<file path="config.mk">
export PLATFORM = sky130hd
export DESIGN_NAME = rr_interval_scheduler
export DESIGN_NICKNAME = d
export VERILOG_FILES = /design/src/rtl/rr_interval_scheduler.sv
export SDC_FILE = /design/constraint.sdc
export NUM_CORES = 1
export LEC_CHECK = 0
export BUFFER_PORTS_ARGS = -buffer_cell sky130_fd_sc_hd__buf_4
export CORE_ASPECT_RATIO = 0.9
export CORE_MARGIN = 2
export CORE_UTILIZATION = 30
export DETAILED_ROUTE_END_ITERATION = 7
export HOLD_SLACK_MARGIN = 0.05
export SLEW_MARGIN = 20
export SYNTH_ARGS = -nofsm -noshare
export SYNTH_HDL_FRONTEND = slang
export SYNTH_SLANG_ARGS = --single-unit
</file>
<file path="constraint.sdc">
create_clock -name clk -period 3.1 [get_ports clk]
set_input_delay 0.155 -clock clk [delete_from_list [all_inputs] [get_ports clk]]
set_output_delay 0.155 -clock clk [all_outputs]
set_load 0.1 [all_outputs]
</file>
<file path="src/rtl/rr_interval_scheduler.sv">
// rr_interval_scheduler
// R-R interval sequencer for the ECG filter chain. It sits between the
// R-peak detector and the output/UART stage. After each accepted peak it
// blanks the detector for a refractory window. It measures the
// peak-to-peak interval in clock ticks, hands the interval downstream over
// a valid/ready handshake, and raises a sticky asystole timeout.
// Optional build macro: RR_AVG_EN adds rr_avg (mean of the last four
// intervals) and rr_overrun (sticky lost-interval flag).
module rr_interval_scheduler #(
   parameter int CNT_W       = 24,
   parameter int REFRACT_CYC = 200,
   parameter int RR_LIMIT    = 2000,
   parameter int BEAT_W      = 16
) (
   input  logic              clk,
   input  logic              rst,
   input  logic              en,
   input  logic              peak,
   output logic              blank,
   output logic              rr_valid,
   input  logic              rr_ready,
   output logic [CNT_W-1:0]  rr_count,
   output logic              timeout,
   output logic [BEAT_W-1:0] beat_count
`ifdef RR_AVG_EN
   ,
   output logic [CNT_W-1:0]  rr_avg,
   output logic              rr_overrun
`endif
);

   localparam logic [2:0] ST_IDLE    = 3'd0;
   localparam logic [2:0] ST_ARM     = 3'd1;
   localparam logic [2:0] ST_REFRACT = 3'd2;
   localparam logic [2:0] ST_SEARCH  = 3'd3;
   localparam logic [2:0] ST_TIMEOUT = 3'd4;

   localparam logic [CNT_W-1:0]  CNT_ZERO  = {CNT_W{1'b0}};
   localparam logic [CNT_W-1:0]  CNT_ONE   = {{(CNT_W-1){1'b0}}, 1'b1};
   localparam logic [CNT_W-1:0]  CNT_MAX   = {CNT_W{1'b1}};
   localparam logic [CNT_W-1:0]  REFRACT_V = CNT_W'(REFRACT_CYC);
   localparam logic [CNT_W-1:0]  LIMIT_V   = CNT_W'(RR_LIMIT);
   localparam logic [BEAT_W-1:0] BEAT_ONE  = {{(BEAT_W-1){1'b0}}, 1'b1};

   // The refractory window must fit inside the R-R limit, and the limit
   // must be representable by the interval counter.
   generate
      if (!((REFRACT_CYC < RR_LIMIT) && (64'(RR_LIMIT) < (64'd1 << CNT_W)))) begin : g_param_check
         $error("rr_interval_scheduler: require REFRACT_CYC < RR_LIMIT < 2**CNT_W");
      end
   endgenerate

   // Saturating increment: the interval counter never wraps back to zero.
   function automatic logic [CNT_W-1:0] sat_inc(input logic [CNT_W-1:0] v);
      logic [CNT_W-1:0] r;
      if (v == CNT_MAX) begin
         r = v;
      end else begin
         r = v + CNT_ONE;
      end
      return r;
   endfunction

   logic [2:0]        state_q, state_d;
   logic [CNT_W-1:0]  cnt_q, cnt_d;
   logic              blank_q, blank_d;
   logic              rr_valid_q, rr_valid_d;
   logic [CNT_W-1:0]  rr_count_q, rr_count_d;
   logic              timeout_q, timeout_d;
   logic [BEAT_W-1:0] beat_q, beat_d;
   logic              en_q, en_d;
   logic              en_fall_q, en_fall_d;
   logic              emit_s;
   logic              enter_to_s;

   // Sequencing FSM: next state, interval counter, beat counter and the
   // strobes for an emitted interval and for entry into timeout.
   always_comb begin
      state_d    = state_q;
      cnt_d      = cnt_q;
      beat_d     = beat_q;
      emit_s     = 1'b0;
      enter_to_s = 1'b0;
      if (!en) begin
         state_d = ST_IDLE;
         cnt_d   = CNT_ZERO;
      end else begin
         case (state_q)
            ST_IDLE: begin
               state_d = ST_ARM;
               cnt_d   = CNT_ZERO;
            end
            ST_ARM: begin
               // The first beat only starts timing; it has no predecessor.
               if (peak) begin
                  state_d = ST_REFRACT;
                  cnt_d   = CNT_ONE;
                  beat_d  = beat_q + BEAT_ONE;
               end else begin
                  state_d = ST_ARM;
               end
            end
            ST_REFRACT: begin
               // Detector output is ignored here; peak has no effect.
               cnt_d = sat_inc(cnt_q);
               if (cnt_q == REFRACT_V) begin
                  state_d = ST_SEARCH;
               end else begin
                  state_d = ST_REFRACT;
               end
            end
            ST_SEARCH: begin
               // The counter holds the cycles elapsed since the previous
               // accepted peak. This includes the current peak cycle.
               if (peak) begin
                  emit_s  = 1'b1;
                  state_d = ST_REFRACT;
                  cnt_d   = CNT_ONE;
                  beat_d  = beat_q + BEAT_ONE;
               end else if (cnt_q >= LIMIT_V) begin
                  state_d    = ST_TIMEOUT;
                  enter_to_s = 1'b1;
               end else begin
                  cnt_d = sat_inc(cnt_q);
               end
            end
            ST_TIMEOUT: begin
               // The next peak restarts timing. The gap that crossed the
               // limit is not reported as an interval.
               if (peak) begin
                  state_d = ST_REFRACT;
                  cnt_d   = CNT_ONE;
                  beat_d  = beat_q + BEAT_ONE;
               end else begin
                  state_d = ST_TIMEOUT;
               end
            end
            default: begin
               state_d = ST_IDLE;
               cnt_d   = CNT_ZERO;
            end
         endcase
      end
   end

   // Output-side next values: blank follows the next state, the interval
   // register obeys the handshake, and timeout is sticky until en falls.
   always_comb begin
      en_d      = en;
      en_fall_d = en_q & ~en;
      blank_d   = (state_d == ST_REFRACT);
      if (emit_s) begin
         // A fresh interval always wins, even over a same-cycle acceptance.
         rr_valid_d = 1'b1;
         rr_count_d = cnt_q;
      end else if (rr_valid_q && rr_ready) begin
         rr_valid_d = 1'b0;
         rr_count_d = rr_count_q;
      end else begin
         rr_valid_d = rr_valid_q;
         rr_count_d = rr_count_q;
      end
      if (en_fall_q) begin
         timeout_d = 1'b0;
      end else if (enter_to_s) begin
         timeout_d = 1'b1;
      end else begin
         timeout_d = timeout_q;
      end
   end

   // State and output registers with asynchronous active-low reset.
   always_ff @(posedge clk or negedge rst) begin
      if (!rst) begin
         state_q    <= ST_IDLE;
         cnt_q      <= CNT_ZERO;
         blank_q    <= 1'b0;
         rr_valid_q <= 1'b0;
         rr_count_q <= CNT_ZERO;
         timeout_q  <= 1'b0;
         beat_q     <= {BEAT_W{1'b0}};
         en_q       <= 1'b0;
         en_fall_q  <= 1'b0;
      end else begin
         state_q    <= state_d;
         cnt_q      <= cnt_d;
         blank_q    <= blank_d;
         rr_valid_q <= rr_valid_d;
         rr_count_q <= rr_count_d;
         timeout_q  <= timeout_d;
         beat_q     <= beat_d;
         en_q       <= en_d;
         en_fall_q  <= en_fall_d;
      end
   end

   assign blank      = blank_q;
   assign rr_valid   = rr_valid_q;
   assign rr_count   = rr_count_q;
   assign timeout    = timeout_q;
   assign beat_count = beat_q;

`ifdef RR_AVG_EN
   logic [3:0][CNT_W-1:0] hist_q, hist_d;
   logic                  avg_upd_q, avg_upd_d;
   logic [CNT_W-1:0]      rr_avg_q, rr_avg_d;
   logic                  overrun_q, overrun_d;
   logic [CNT_W+1:0]      sum_s;

   // Four-deep interval history. The mean is taken one cycle after each
   // push. A lost (overwritten) interval latches the overrun flag.
   always_comb begin
      sum_s = {2'b00, hist_q[0]} + {2'b00, hist_q[1]}
            + {2'b00, hist_q[2]} + {2'b00, hist_q[3]};
      if (emit_s) begin
         hist_d = {hist_q[2:0], cnt_q};
      end else begin
         hist_d = hist_q;
      end
      avg_upd_d = emit_s;
      if (avg_upd_q) begin
         rr_avg_d = CNT_W'(sum_s >> 2);
      end else begin
         rr_avg_d = rr_avg_q;
      end
      if (emit_s && rr_valid_q && !rr_ready) begin
         overrun_d = 1'b1;
      end else begin
         overrun_d = overrun_q;
      end
   end

   // Averaging and overrun registers with asynchronous active-low reset.
   always_ff @(posedge clk or negedge rst) begin
      if (!rst) begin
         hist_q    <= '0;
         avg_upd_q <= 1'b0;
         rr_avg_q  <= CNT_ZERO;
         overrun_q <= 1'b0;
      end else begin
         hist_q    <= hist_d;
         avg_upd_q <= avg_upd_d;
         rr_avg_q  <= rr_avg_d;
         overrun_q <= overrun_d;
      end
   end

   assign rr_avg     = rr_avg_q;
   assign rr_overrun = overrun_q;
`endif

endmodule

</file>
==> results.yml <==
critical_path:
  crit_buf_inv: 0
  crit_end: "cnt_q[17]$_DFFE_PN0P_"
  cp-startpoint: "state_q[0]$_DFF_PN0_"
  path_class: "reg -> reg"
  r2r_end: "cnt_q[17]$_DFFE_PN0P_"
  cp.depth: 6
  critPathRequiredTime_ns: 3.37
  arrival_ns: 2.46
  max_stage_delay_ns: 0.54
  r2r-start: "state_q[0]$_DFF_PN0_"
  startpoint_type: "flop"
  crit_fanout: 11
  crit_slowest_cell: "or3b_1"
  path_cells: "or3b_1 > a21oi_1 > o21a_2 > nor3_1 > a311oi_1 > a41o_1"
  path_delay_family: "compound AO/OA/AOI/OAI gates"
  reg2regPathDepth: 6
  reg2reg_slack_ns: 0.92
  crit_path_end_kind: "flop"
clocking:
  cts_buffer_depth: 2
  insertion_delay_ns: 0.34
  clock_sinks: 72
  cts_tree: "done"
  clk_pin_slew_ns: 0.06
  ctsResizeCount: 0
  cts_buffers: 9
  h-tree-depth: 3
  postCtsSetupBuffers: 0
  postCtsHoldBufs: 2
  root_buffer: "clkbuf_16"
power:
  leakagePower_nw: 1.99
  cellPowerDensity_mw_per_mm2: 562
  peakVddDrop_mv: 0.237
cells_and_area:
  fillCellCount: 1134
  final_cell_count_no_fill: 534
  postLayoutCoreUtil_pct: 37.9
  multiInputGateArea_mm2: 0.00162
  area_delta_synth_final_pct: 23.6
  fin_nets: 381
  seq_area_mm2: 0.00180
  drive_above_1_share_pct: 28.8
  num_antenna_cells: 0
logic_synthesis:
  synthAdderAreaFrac_pct: 1.07
  avgSynthCellArea_um2: 10.9
  ys_ff_latch: 72
  synth_compound_area_share_pct: 5.42
  yosys_warnings: 0
  synthCells: 323
  synth.top_cell.area_share_pct: 51.4
  synth_top_family_by_area: "simple AND/OR/NAND/NOR gates"
  synthXorXnorAreaFrac_pct: 8.49
  synth.net_count: 331
  synth_simple_gate_area_share_pct: 22.9
  synth.top_cells.by_area: "dfrtp_1 51%, mux2_2 8.0%, xor2_1 4.7%"
  synth_area_mm2: 0.00351
  synthMuxAreaShare_pct: 8.02
  synth_cell_types: 49
  synth_area_leader_cell: "dfrtp_1"
  seq_area_frac_synth_pct: 51.4
routing:
  drtPass1Iterations: 4
  ant_nets: 0
  wl_per_cell_um: 14.6
  drtIter0Drc: 206
  viasPerCell: 4.82
  dr_total_vias: 2574
  drc: 0
  wirelength_um: 7820
placement:
  place_congestion: 0.872
  post-place-cells: 516
  place_hpwl_um: 5270
  port_buffers: 47
min_path:
  hold_class: "in -> reg"
sta:
  skew_ns: 0.00745
  slew_headroom_pct: 39.4
  rsz0062_at_grt: "false"
  setup_tns_ns: 0
  finalSetupViolations: 0
  period_needed_ns: 2.18
  finalHoldViolations: 0
  fmax_mhz: 458
  post-route-period-util_pct: 70.5
  slew_viol_final: 0
  tightest_slew_ns: 0.903
die:
  fp.dieW_um: 118
  start_util_pct: 30.7
  io_pins: 48
  die_area_mm2: 0.0126
  core_mm2: 0.0114
  fp-row-count: 37
  die_height_um: 107
grt:
  antenna_found_initial: 0
  grt_pass1_wl_um: 13200
  gr-total-overflow: 0
  grtUsageTotal_pct: 13.1
  grt_max_degree: 73
  grt_pass1_vias: 2572
run_status:
  status: "completed"
run:
  maxCapViolations: 0
[final cells by class]
| cell class | instances | share of cell area [%] |
|---|---|---|
| clock buffers | 11 | 5.60 |
| repair buffers | 53 | 9.29 |
| flip-flops and latches | 72 | 41.5 |
| multi-input cells | 231 | 37.2 |
| well taps | 156 | 4.50 |
| clock inverters | 5 | 1.30 |
| inverters | 6 | 0.519 |
[metal layers]
layer  global-route usage (%)  wire length [um]
met5                        0                 0
met4                     4.99                99
met3                     4.04               384
met2                     19.1              3550
met1                     18.1              3790
[layout by cell type, fill, tap and decap left out, drive strengths merged, types with 5 or more instances in the layout]
cell and instances:
and3 9, clkbuf 11, mux2 25, xor2 19, xnor2 15, nand4 12, and2 5, inv 6
dfrtp 72, a21oi 7, nor4 9, nor3 11, nand3 23, nor2 31, o21ai 8, nand2 26
buf 51
[cells in the mapped netlist, drive strengths merged]
cell / count
mux2: 25
a41oi: 1
buf: 9
o41ai: 1
nand3b: 1
and4: 3
a21oi: 7
nor4: 9
and3: 9
or3b: 1
o21ai: 8
or4: 1
nand3: 23
nor2b: 3
inv: 6
o211ai: 1
o21a: 1
or3: 1
xnor2: 15
and2: 5
a221oi: 1
nor2: 31
clkbuf: 5
a311oi: 2
or2: 1
dfrtp: 72
a21o: 1
nor4b: 2
xor2: 19
nor3: 11
ha: 3
o31ai: 1
nand4: 12
nand2b: 3
nand2: 26
a41o: 1
a31oi: 2
[report_power, final]
part / leakage, nW / internal [mW] / switching [mW] / total (mW)
logic: 0.847 / 0.0829 / 0.295 / 0.378
clock network: 0.145 / 0.643 / 0.396 / 1.04
registers: 0.993 / 0.973 / 0.0479 / 1.02
total: 1.99 / 1.70 / 0.739 / 2.44
[state kept, by name, indices dropped and copies added (netlist names)]
signal / cells
rr_valid: 1
timeout: 1
blank: 1
state_q: 3
rr_count: 24
en_q: 1
cnt_q: 24
beat_count: 16
en_fall_q: 1
[tightest hold or removal path: stages]
cell    delay (ns)
buf_4         0.10
inv_1         0.04
a21o_1        0.09
[worst min path at each step]
stage | endpoint | startpoint | slack (ns) | cells past startpoint
finish | rr_valid$_DFFE_PN0P_ | rr_ready | 0.09 | 3
global route | rr_valid$_DFFE_PN0P_ | rr_ready | 0.11 | 3
CTS | rr_valid$_DFFE_PN0P_ | rr_ready | 0.09 | 3
detailed placement | en_q$_DFF_PN0_ | en | 0.34 | 1
global placement | beat_count[15]$_DFFE_PN0P_ | rst | 0.34 | 1
floorplan | beat_count[0]$_DFFE_PN0P_ | rst | -0.14 | 0
[per-stage QoR]
stage / area, um2 / total power [mW] / hold WS, ns / setup WS, ns
after global placement: 4020 / 1.41 / 0.340 / 0.947
after floorplan: 3510 / 1.31 / -0.141 / 0.899
final: 4340 / 2.44 / 0.0912 / 0.916
after global routing: 4340 / 2.53 / 0.107 / 0.757
after CTS: 4340 / 2.47 / 0.0856 / 0.932
after detailed placement: 4020 / 1.42 / 0.339 / 0.946
[logic make-up after synthesis]
kind of cell,Yosys count
AO/OA/AOI/OAI,27
XOR/XNOR,34
adder cells (fa/ha/maj),3
buffers and inverters,20
flip-flops,72
multiplexers,25
AND/OR/NAND/NOR,142
Note: power is estimated with default switching activity, not from simulation.
